[config.mk]
export PLATFORM = sky130hd
export DESIGN_NAME = ram_access_arbiter
export DESIGN_NICKNAME = d
export VERILOG_FILES = /design/src/rtl/ram_access_arbiter.sv
export SDC_FILE = /design/constraint.sdc
export NUM_CORES = 1
export LEC_CHECK = 0
export BUFFER_PORTS_ARGS = -buffer_cell sky130_fd_sc_hd__buf_2
export CORE_ASPECT_RATIO = 0.6
export CORE_MARGIN = 2
export CORE_UTILIZATION = 35
export CTS_CLUSTER_SIZE = 12
export DETAILED_ROUTE_END_ITERATION = 6
export GPL_TIMING_DRIVEN = 0
export MAX_ROUTING_LAYER = met4
export SLEW_MARGIN = 20
export SYNTH_ARGS = -nofsm -noshare
export SYNTH_HDL_FRONTEND = slang
export SYNTH_SLANG_ARGS = --single-unit
[constraint.sdc]
create_clock -name clk -period 4.05 [get_ports clk]
set_input_delay 0.2025 -clock clk [delete_from_list [all_inputs] [get_ports clk]]
set_output_delay 0.2025 -clock clk [all_outputs]
set_load 0.1 [all_outputs]
[src/rtl/ram_access_arbiter.sv]
// ram_access_arbiter: round-robin sharing of one single-port RAM between three requesters
module ram_access_arbiter #(
    parameter int ADDR_W = 16,
    parameter int DATA_W = 8,
    parameter int RD_LAT = 1
) (
    input  logic                  clk,
    input  logic                  RST,
    input  logic                  interrupt,
    input  logic [2:0]            req,
    input  logic [2:0]            we,
    input  logic [3*ADDR_W-1:0]   addr,
    input  logic [3*DATA_W-1:0]   wdata,
    output logic [2:0]            gnt,
    output logic [2:0]            done,
    output logic [DATA_W-1:0]     rdata,
    output logic                  busy,
    output logic [1:0]            owner,
    output logic [ADDR_W-1:0]     ram_addr,
    output logic [DATA_W-1:0]     ram_wdata,
    output logic                  ram_we,
    output logic                  ram_re,
    input  logic [DATA_W-1:0]     ram_rdata
);
    localparam logic [1:0] IDLE = 2'd0, ACCESS = 2'd1, WAIT = 2'd2, DONE = 2'd3;
    logic [1:0] state, last, first, second, pick;
    logic [2:0] latCnt;

    // search starts at the port after the previous owner; the previous owner comes last
    always_comb begin
        first = (last == 2'd2) ? 2'd0 : last + 2'd1;
        second = (first == 2'd2) ? 2'd0 : first + 2'd1;
        pick = req[first] ? first : req[second] ? second : last;
    end

    // transaction sequencer: grant and strobe, wait out read latency, pulse done, release
    always_ff @(posedge clk) begin
        if (RST) begin
            state <= IDLE;
            last <= 2'd2;
            owner <= 2'd3;
            gnt <= '0;
            done <= '0;
            busy <= 1'b0;
            rdata <= '0;
            ram_addr <= '0;
            ram_wdata <= '0;
            ram_we <= 1'b0;
            ram_re <= 1'b0;
            latCnt <= '0;
        end else if (interrupt && (state == ACCESS || state == WAIT)) begin
            state <= IDLE;
            owner <= 2'd3;
            gnt <= '0;
            busy <= 1'b0;
            ram_we <= 1'b0;
            ram_re <= 1'b0;
        end else begin
            case (state)
                IDLE: if (!interrupt && req != 3'b000) begin
                    state <= ACCESS;
                    last <= pick;
                    owner <= pick;
                    gnt <= 3'b001 << pick;
                    busy <= 1'b1;
                    ram_addr <= addr[pick*ADDR_W +: ADDR_W];
                    ram_wdata <= wdata[pick*DATA_W +: DATA_W];
                    ram_we <= we[pick];
                    ram_re <= !we[pick];
                end
                ACCESS: begin
                    ram_we <= 1'b0;
                    ram_re <= 1'b0;
                    latCnt <= 3'(RD_LAT);
                    state <= ram_we ? DONE : WAIT;
                    done <= ram_we ? gnt : 3'b000;
                end
                WAIT: if (latCnt == 3'd1) begin
                    rdata <= ram_rdata;
                    done <= gnt;
                    state <= DONE;
                end else begin
                    latCnt <= latCnt - 3'd1;
                end
                default: begin
                    done <= '0;
                    gnt <= '0;
                    owner <= 2'd3;
                    busy <= 1'b0;
                    state <= IDLE;
                end
            endcase
        end
    end
endmodule

==> impl_metrics.json, run 1 <==
{
  "outcome": "completed",
  "synthTopCellsByArea": "dfxtp_1, mux2_2, a221oi_2, nor2_1, mux2i_1",
  "crit_path_end_kind": "flip-flop",
  "report.final.setup_viol": 0,
  "avgViaCountPerCell": 4.95,
  "grt_pass1_vias": 2432,
  "synth-edff-count": 0,
  "slowest_stage": "dfxtp_1",
  "diodes": 0,
  "yosysWarnings": 0,
  "hold_depth": 3,
  "timing.hold.ws_ns": 0.141,
  "drt_drc_violations_left": 0,
  "post_drt_wl_per_cell_um": 14.5,
  "antenna_found_initial": 0,
  "cts_num_sinks": 50,
  "ys_seq_elements": 50,
  "drtAntennaViolNets": 0,
  "drt_iter0_markers": 131,
  "port_buffers": 130,
  "syn_inst": 270,
  "crit_required_ns": 4.24,
  "worstSetupStartpointType": "flip-flop",
  "num-fill-cells": 682,
  "synth.top_cell.area_share_pct": 38.4,
  "hold_path.class": "input port to flip-flop",
  "synth_cell_types": 42,
  "syn_area_um2": 2600,
  "htreeDepth": 2,
  "fin_crit_ns": 2.28,
  "dr.pass1.iters": 4,
  "slowest_delay_ns": 0.40,
  "powerDensity_nw_per_um2": 711,
  "critPathKind": "flip-flop to flip-flop",
  "power_leakage_uw": 0.00161,
  "io_pins": 132,
  "cts_resized": 0,
  "drive_gt1_share_pct": 47.5,
  "worstMarginPinSlew_ns": 0.649,
  "area_growth_pct": 36.5,
  "grt_max_degree": 17,
  "gp_congestion": 0.799,
  "dieArea_um2": 8170,
  "grt_use_total_pct": 19.0,
  "place_hpwl_um": 5770,
  "finClkSkew_ns": 0.00353,
  "clk_path_buf_depth": 2,
  "path_cells": "inv_1 > ha_1 > clkbuf_1 > nand2_1 > nand2b_1 > buf_1 > a21oi_1 > a22o_1",
  "grt_pass1_wl_um": 11800,
  "drv_slew": 0,
  "cts_setup_buffers": 0,
  "rsz0062_at_grt": "false",
  "ys_seq_area_share_pct": 38.4,
  "path_max_fanout": 10,
  "grt-ovfl-total": 0,
  "cts_buffers": 5,
  "maxCapViolCount": 0,
  "r2r_cells": 8,
  "nets": 502,
  "core_area_um2": 7240,
  "insertion_delay_ns": 0.29,
  "cp_num_cells": 8,
  "cts_hold_buf": 0,
  "path_buf_inv": 3,
  "drt-total-wl_um": 7420,
  "die_h_um": 70.8,
  "synth_nets": 365,
  "worst_ir_drop_vdd_mv": 0.289,
  "post-synth-top-area-cell": "dfxtp_1",
  "post-route-period-util_pct": 56.4,
  "tns_ns": 0,
  "clock.fmax_ghz": 0.438,
  "clkTransAtPathRegs_ns": 0.07,
  "async_flop_share_pct": 0,
  "slew_headroom_pct": 56.7,
  "cpLargestDelayFamily": "buffers and inverters",
  "final_hold_viol_count": 0,
  "synth_top_flop_cell": "dfxtp_1",
  "cts_tree": "done",
  "start_util_pct": 36.0,
  "root_buffer": "clkbuf_16",
  "arrival_ns": 2.47,
  "syn_avg_cell_area_um2": 9.64,
  "die_x_um": 115,
  "vias": 2532,
  "row_count": 24
}
[metal layers]
metal / GRT usage [%] / part of all wire (%)
met4: 4.42 / 0.92
met1: 26.0 / 49
met5: - / 0
met2: 28.4 / 42
met3: 4.46 / 7.4
[power by group]
part,internal [uW],switching [uW],total (uW)
clock,291,191,483
combinational,352,1030,1380
sequential,598,64.0,662
[stage by stage]
stage                     power, uW  instance area, um^2  setup WS (ns)  std cells  util (%)
after global routing           2660                 3550           1.55        512      49.1
after floorplan                1790                 2600           2.20        270         -
after CTS                      2540                 3550           1.81        512      49.1
final                          2530                 3550           1.77        512      49.1
after global placement         2030                 3380           1.86        504      46.8
after detailed placement       2050                 3380           1.82        504      46.8
[final timing paths]
check	endpoint	slack (ns)	startpoint
setup / recovery	ram_we	1.77	state[0]
hold / removal	rdata[2]	0.14	ram_rdata[2]
setup reg to reg	ram_we	1.77	state[0]
hold reg to reg	ram_re	0.46	ram_re
[layout make-up]
cell class              count  area [um^2]  share of cell area (%)
multi-input cells         193         1450                    40.9
flip-flops and latches     50         1000                    28.2
repair buffers            130          651                    18.3
well taps                 104          130                    3.66
plain buffers              21          128                    3.59
clock buffers               5          125                    3.52
clock inverters             3         45.0                    1.27
inverters                   6         22.5                   0.634
[placed cells by master, fill, tap and decap left out, types with 2 or more instances in the layout]
| master | count |
|---|---|
| ha_1 | 6 |
| o21ai_0 | 4 |
| mux2_1 | 2 |
| mux2i_1 | 12 |
| a221oi_1 | 5 |
| nand3_1 | 4 |
| nand2b_1 | 4 |
| clkbuf_1 | 8 |
| nand3b_1 | 2 |
| inv_1 | 6 |
| clkbuf_16 | 5 |
| clkinvlp_4 | 2 |
| a221oi_2 | 15 |
| a21oi_1 | 10 |
| nor2b_1 | 4 |
| mux2_2 | 22 |
| dfxtp_1 | 50 |
| nand2_1 | 5 |
| buf_6 | 5 |
| nor2_1 | 47 |
| buf_2 | 135 |
| nor3_1 | 22 |
| a22oi_1 | 10 |
| nor3_2 | 2 |
[cells in the mapped netlist (6+ instances only)]
library cell   n
nor2_1        47
ha_1           6
nor3_1        22
a21oi_1       10
clkbuf_1       8
inv_1          6
mux2i_1       12
mux2_2        22
dfxtp_1       50
a221oi_2      15
a22oi_1       10
[cell families after synthesis]
kind of cell | after synthesis | synth area share [%]
adder cells (fa/ha/maj) | 6 | 2.88
buffers and inverters | 27 | 5.77
flip-flops | 50 | 38.4
AO/OA/AOI/OAI | 56 | 20.7
AND/OR/NAND/NOR | 94 | 16.9
XOR/XNOR | 1 | 0.336
multiplexers | 36 | 15.0
[state kept, by name, summed over array words and instances (netlist names), 2 cells and up]
signal,count
state,2
owner,2
rdata,8
last,2
ram_addr,16
ram_wdata,8
gnt,3
done,3
latCnt,3
[worst register-to-register path, stage by stage, from the launching register on]
cell and delay [ns]:
dfxtp_1 0.40, inv_1 0.08, ha_1 0.27, clkbuf_1 0.35
nand2_1 0.24, nand2b_1 0.12, buf_1 0.39, a21oi_1 0.13
a22o_1 0.20
No activity file was read; power rests on OpenSTA's default activity.
==> run 2: changes to the inputs <==
--- a/config.mk
+++ b/config.mk
@@ -13,6 +13,7 @@
 export DETAILED_ROUTE_END_ITERATION = 6
 export GPL_TIMING_DRIVEN = 0
 export MAX_ROUTING_LAYER = met4
+export PLACE_DENSITY = 0.67
 export SLEW_MARGIN = 20
 export SYNTH_ARGS = -nofsm -noshare
 export SYNTH_HDL_FRONTEND = slang
==> constraint.sdc (replaced) <==
create_clock -name clk -period 2.1 [get_ports clk]
set_input_delay 0.105 -clock clk [delete_from_list [all_inputs] [get_ports clk]]
set_output_delay 0.105 -clock clk [all_outputs]
set_load 0.1 [all_outputs]
==> run 2 against run 1 <==
Compared with the run above:
- sequential power rose by 93%
- first-iteration DRC count is 31% lower
- setup slack worse by 1.6 ns
- fmax rose by 18%
- highest routed layer unchanged
==> impl_metrics.json, run 2 (synthesis results as in run 1) <==
{
  "layout_commonest_cell": "buf_2",
  "drt_iter0_markers": 91,
  "power_leakage_uw": 0.00160,
  "root_buffer": "clkbuf_16",
  "avgViaCountPerCell": 4.98,
  "timing.hold.ws_ns": 0.0583,
  "io_pins": 132,
  "fin_cells": 509,
  "met1Wirelength_um": 3590,
  "clock.fmax_ghz": 0.517,
  "slew_headroom_pct": 58.2,
  "highest_layer": "met4",
  "drive_gt1_share_pct": 48.1,
  "path_buf_inv": 4,
  "area_growth_pct": 35.8,
  "post_drt_wl_per_cell_um": 14.8,
  "row_count": 24,
  "slowest_stage": "or3_1",
  "dieArea_um2": 8170,
  "slowest_delay_ns": 0.37,
  "drtAntennaViolNets": 0,
  "cts_tree": "done",
  "clkTransAtPathRegs_ns": 0.06,
  "met3_length_um": 474,
  "grt_pass1_wl_um": 11800,
  "final_hold_viol_count": 0,
  "hold_path.class": "input port to flip-flop",
  "die_h_um": 70.8,
  "start_util_pct": 36.0,
  "outcome": "completed",
  "dr.pass1.iters": 4,
  "insertion_delay_ns": 0.29,
  "rsz0062_at_grt": "false",
  "grt_use_total_pct": 18.6,
  "tns_ns": 0,
  "maxCapViolCount": 0,
  "crit_path_end_kind": "flip-flop",
  "largest_register_ffs": 16,
  "largestRegisters": "ram_addr x16, ram_wdata x8, rdata x8",
  "htreeDepth": 2,
  "report.final.setup_viol": 0,
  "placed_area_um2": 3380,
  "powerDensity_nw_per_um2": 1350,
  "die_x_um": 115,
  "diodes": 0,
  "top_register": "ram_addr",
  "cts_setup_buffers": 0,
  "cts_buffers": 5,
  "finClkSkew_ns": 0.00592,
  "worstSetupStartpointType": "flip-flop",
  "path_max_fanout": 10,
  "clk_path_buf_depth": 2,
  "final_util_pct": 48.8,
  "crit_required_ns": 2.32,
  "drt-total-wl_um": 7520,
  "grt_pass1_vias": 2499,
  "worstMarginPinSlew_ns": 0.627,
  "place_hpwl_um": 5760,
  "cts_num_sinks": 50,
  "drt_drc_violations_left": 0,
  "fin_area_um2": 3530,
  "grt_max_degree": 15,
  "post-route-period-util_pct": 92.2,
  "fin_crit_ns": 1.94,
  "port_buffers": 130,
  "vias": 2537,
  "cpMostUsedCell": "inv_1",
  "arrival_ns": 2.16,
  "grt-ovfl-total": 0,
  "final_cell_mix": "buf_2, dfxtp_1, nor2_1",
  "nets": 500,
  "dp.cells": 504,
  "antenna_found_initial": 0,
  "worst_ir_drop_vdd_mv": 0.539,
  "cpLargestDelayFamily": "simple AND/OR/NAND/NOR gates",
  "path_cells": "inv_1 > ha_2 > inv_1 > or3_1 > clkbuf_1 > buf_2 > nor3_4 > a22oi_1 > nor2_1",
  "critPathKind": "flip-flop to flip-flop",
  "drv_slew": 0,
  "core_area_um2": 7240,
  "route.met2.wl_um": 3420,
  "gp_congestion": 0.818
}
run 2: power breakdown:
part | switching (uW) | leakage [uW] | internal [uW]
clock | 335 | 0.0000629 | 435
combinational | 2010 | 0.00112 | 698
sequential | 129 | 0.000409 | 1150
run 2: stage by stage:
stage / setup WS (ns) / power (uW)
final: 0.164 / 4760
after global routing: 0.0119 / 5000
after CTS: 0.0126 / 4740
after detailed placement: -0.101 / 3960
after global placement: -0.0534 / 3910
after floorplan: 0.250 / 3440
run 2: cell type report:
cell class | count | area, um^2
flip-flops and latches | 50 | 1000
repair buffers | 130 | 651
inverters | 6 | 22.5
plain buffers | 19 | 121
multi-input cells | 193 | 1470
clock buffers | 6 | 129
well taps | 104 | 130
fillers | 690 | 3700
clock inverters | 1 | 7.51
run 2: timing repair:
item / in CTS / in global routing
pin swaps: 0 / 1
endpoints found under the setup margin: 6 / 34
resized for setup: 1 / 5
hold buffers: 0 / 0
run 2: path summary, 6_finish.rpt:
path                start       end  slack, ns  cells past startpoint
max              state[0]    gnt[0]       0.16                      9
max reg2reg      state[0]    gnt[0]       0.16                      9
min reg2reg        ram_re    ram_re       0.49                      2
min          ram_rdata[1]  rdata[1]       0.06                      3
run 2: per-layer routing:
metal	GRT usage, %	vias up
li1	-	1258
met1	25.0	1188
met3	3.94	5
met5	-	-
met2	29.4	86
met4	3.21	0
run 2: worst reg2reg max path: stages (launching register included):
cell	delay [ns]
dfxtp_1	0.35
inv_1	0.10
ha_2	0.20
inv_1	0.10
or3_1	0.37
clkbuf_1	0.13
buf_2	0.22
nor3_4	0.20
a22oi_1	0.12
nor2_1	0.09
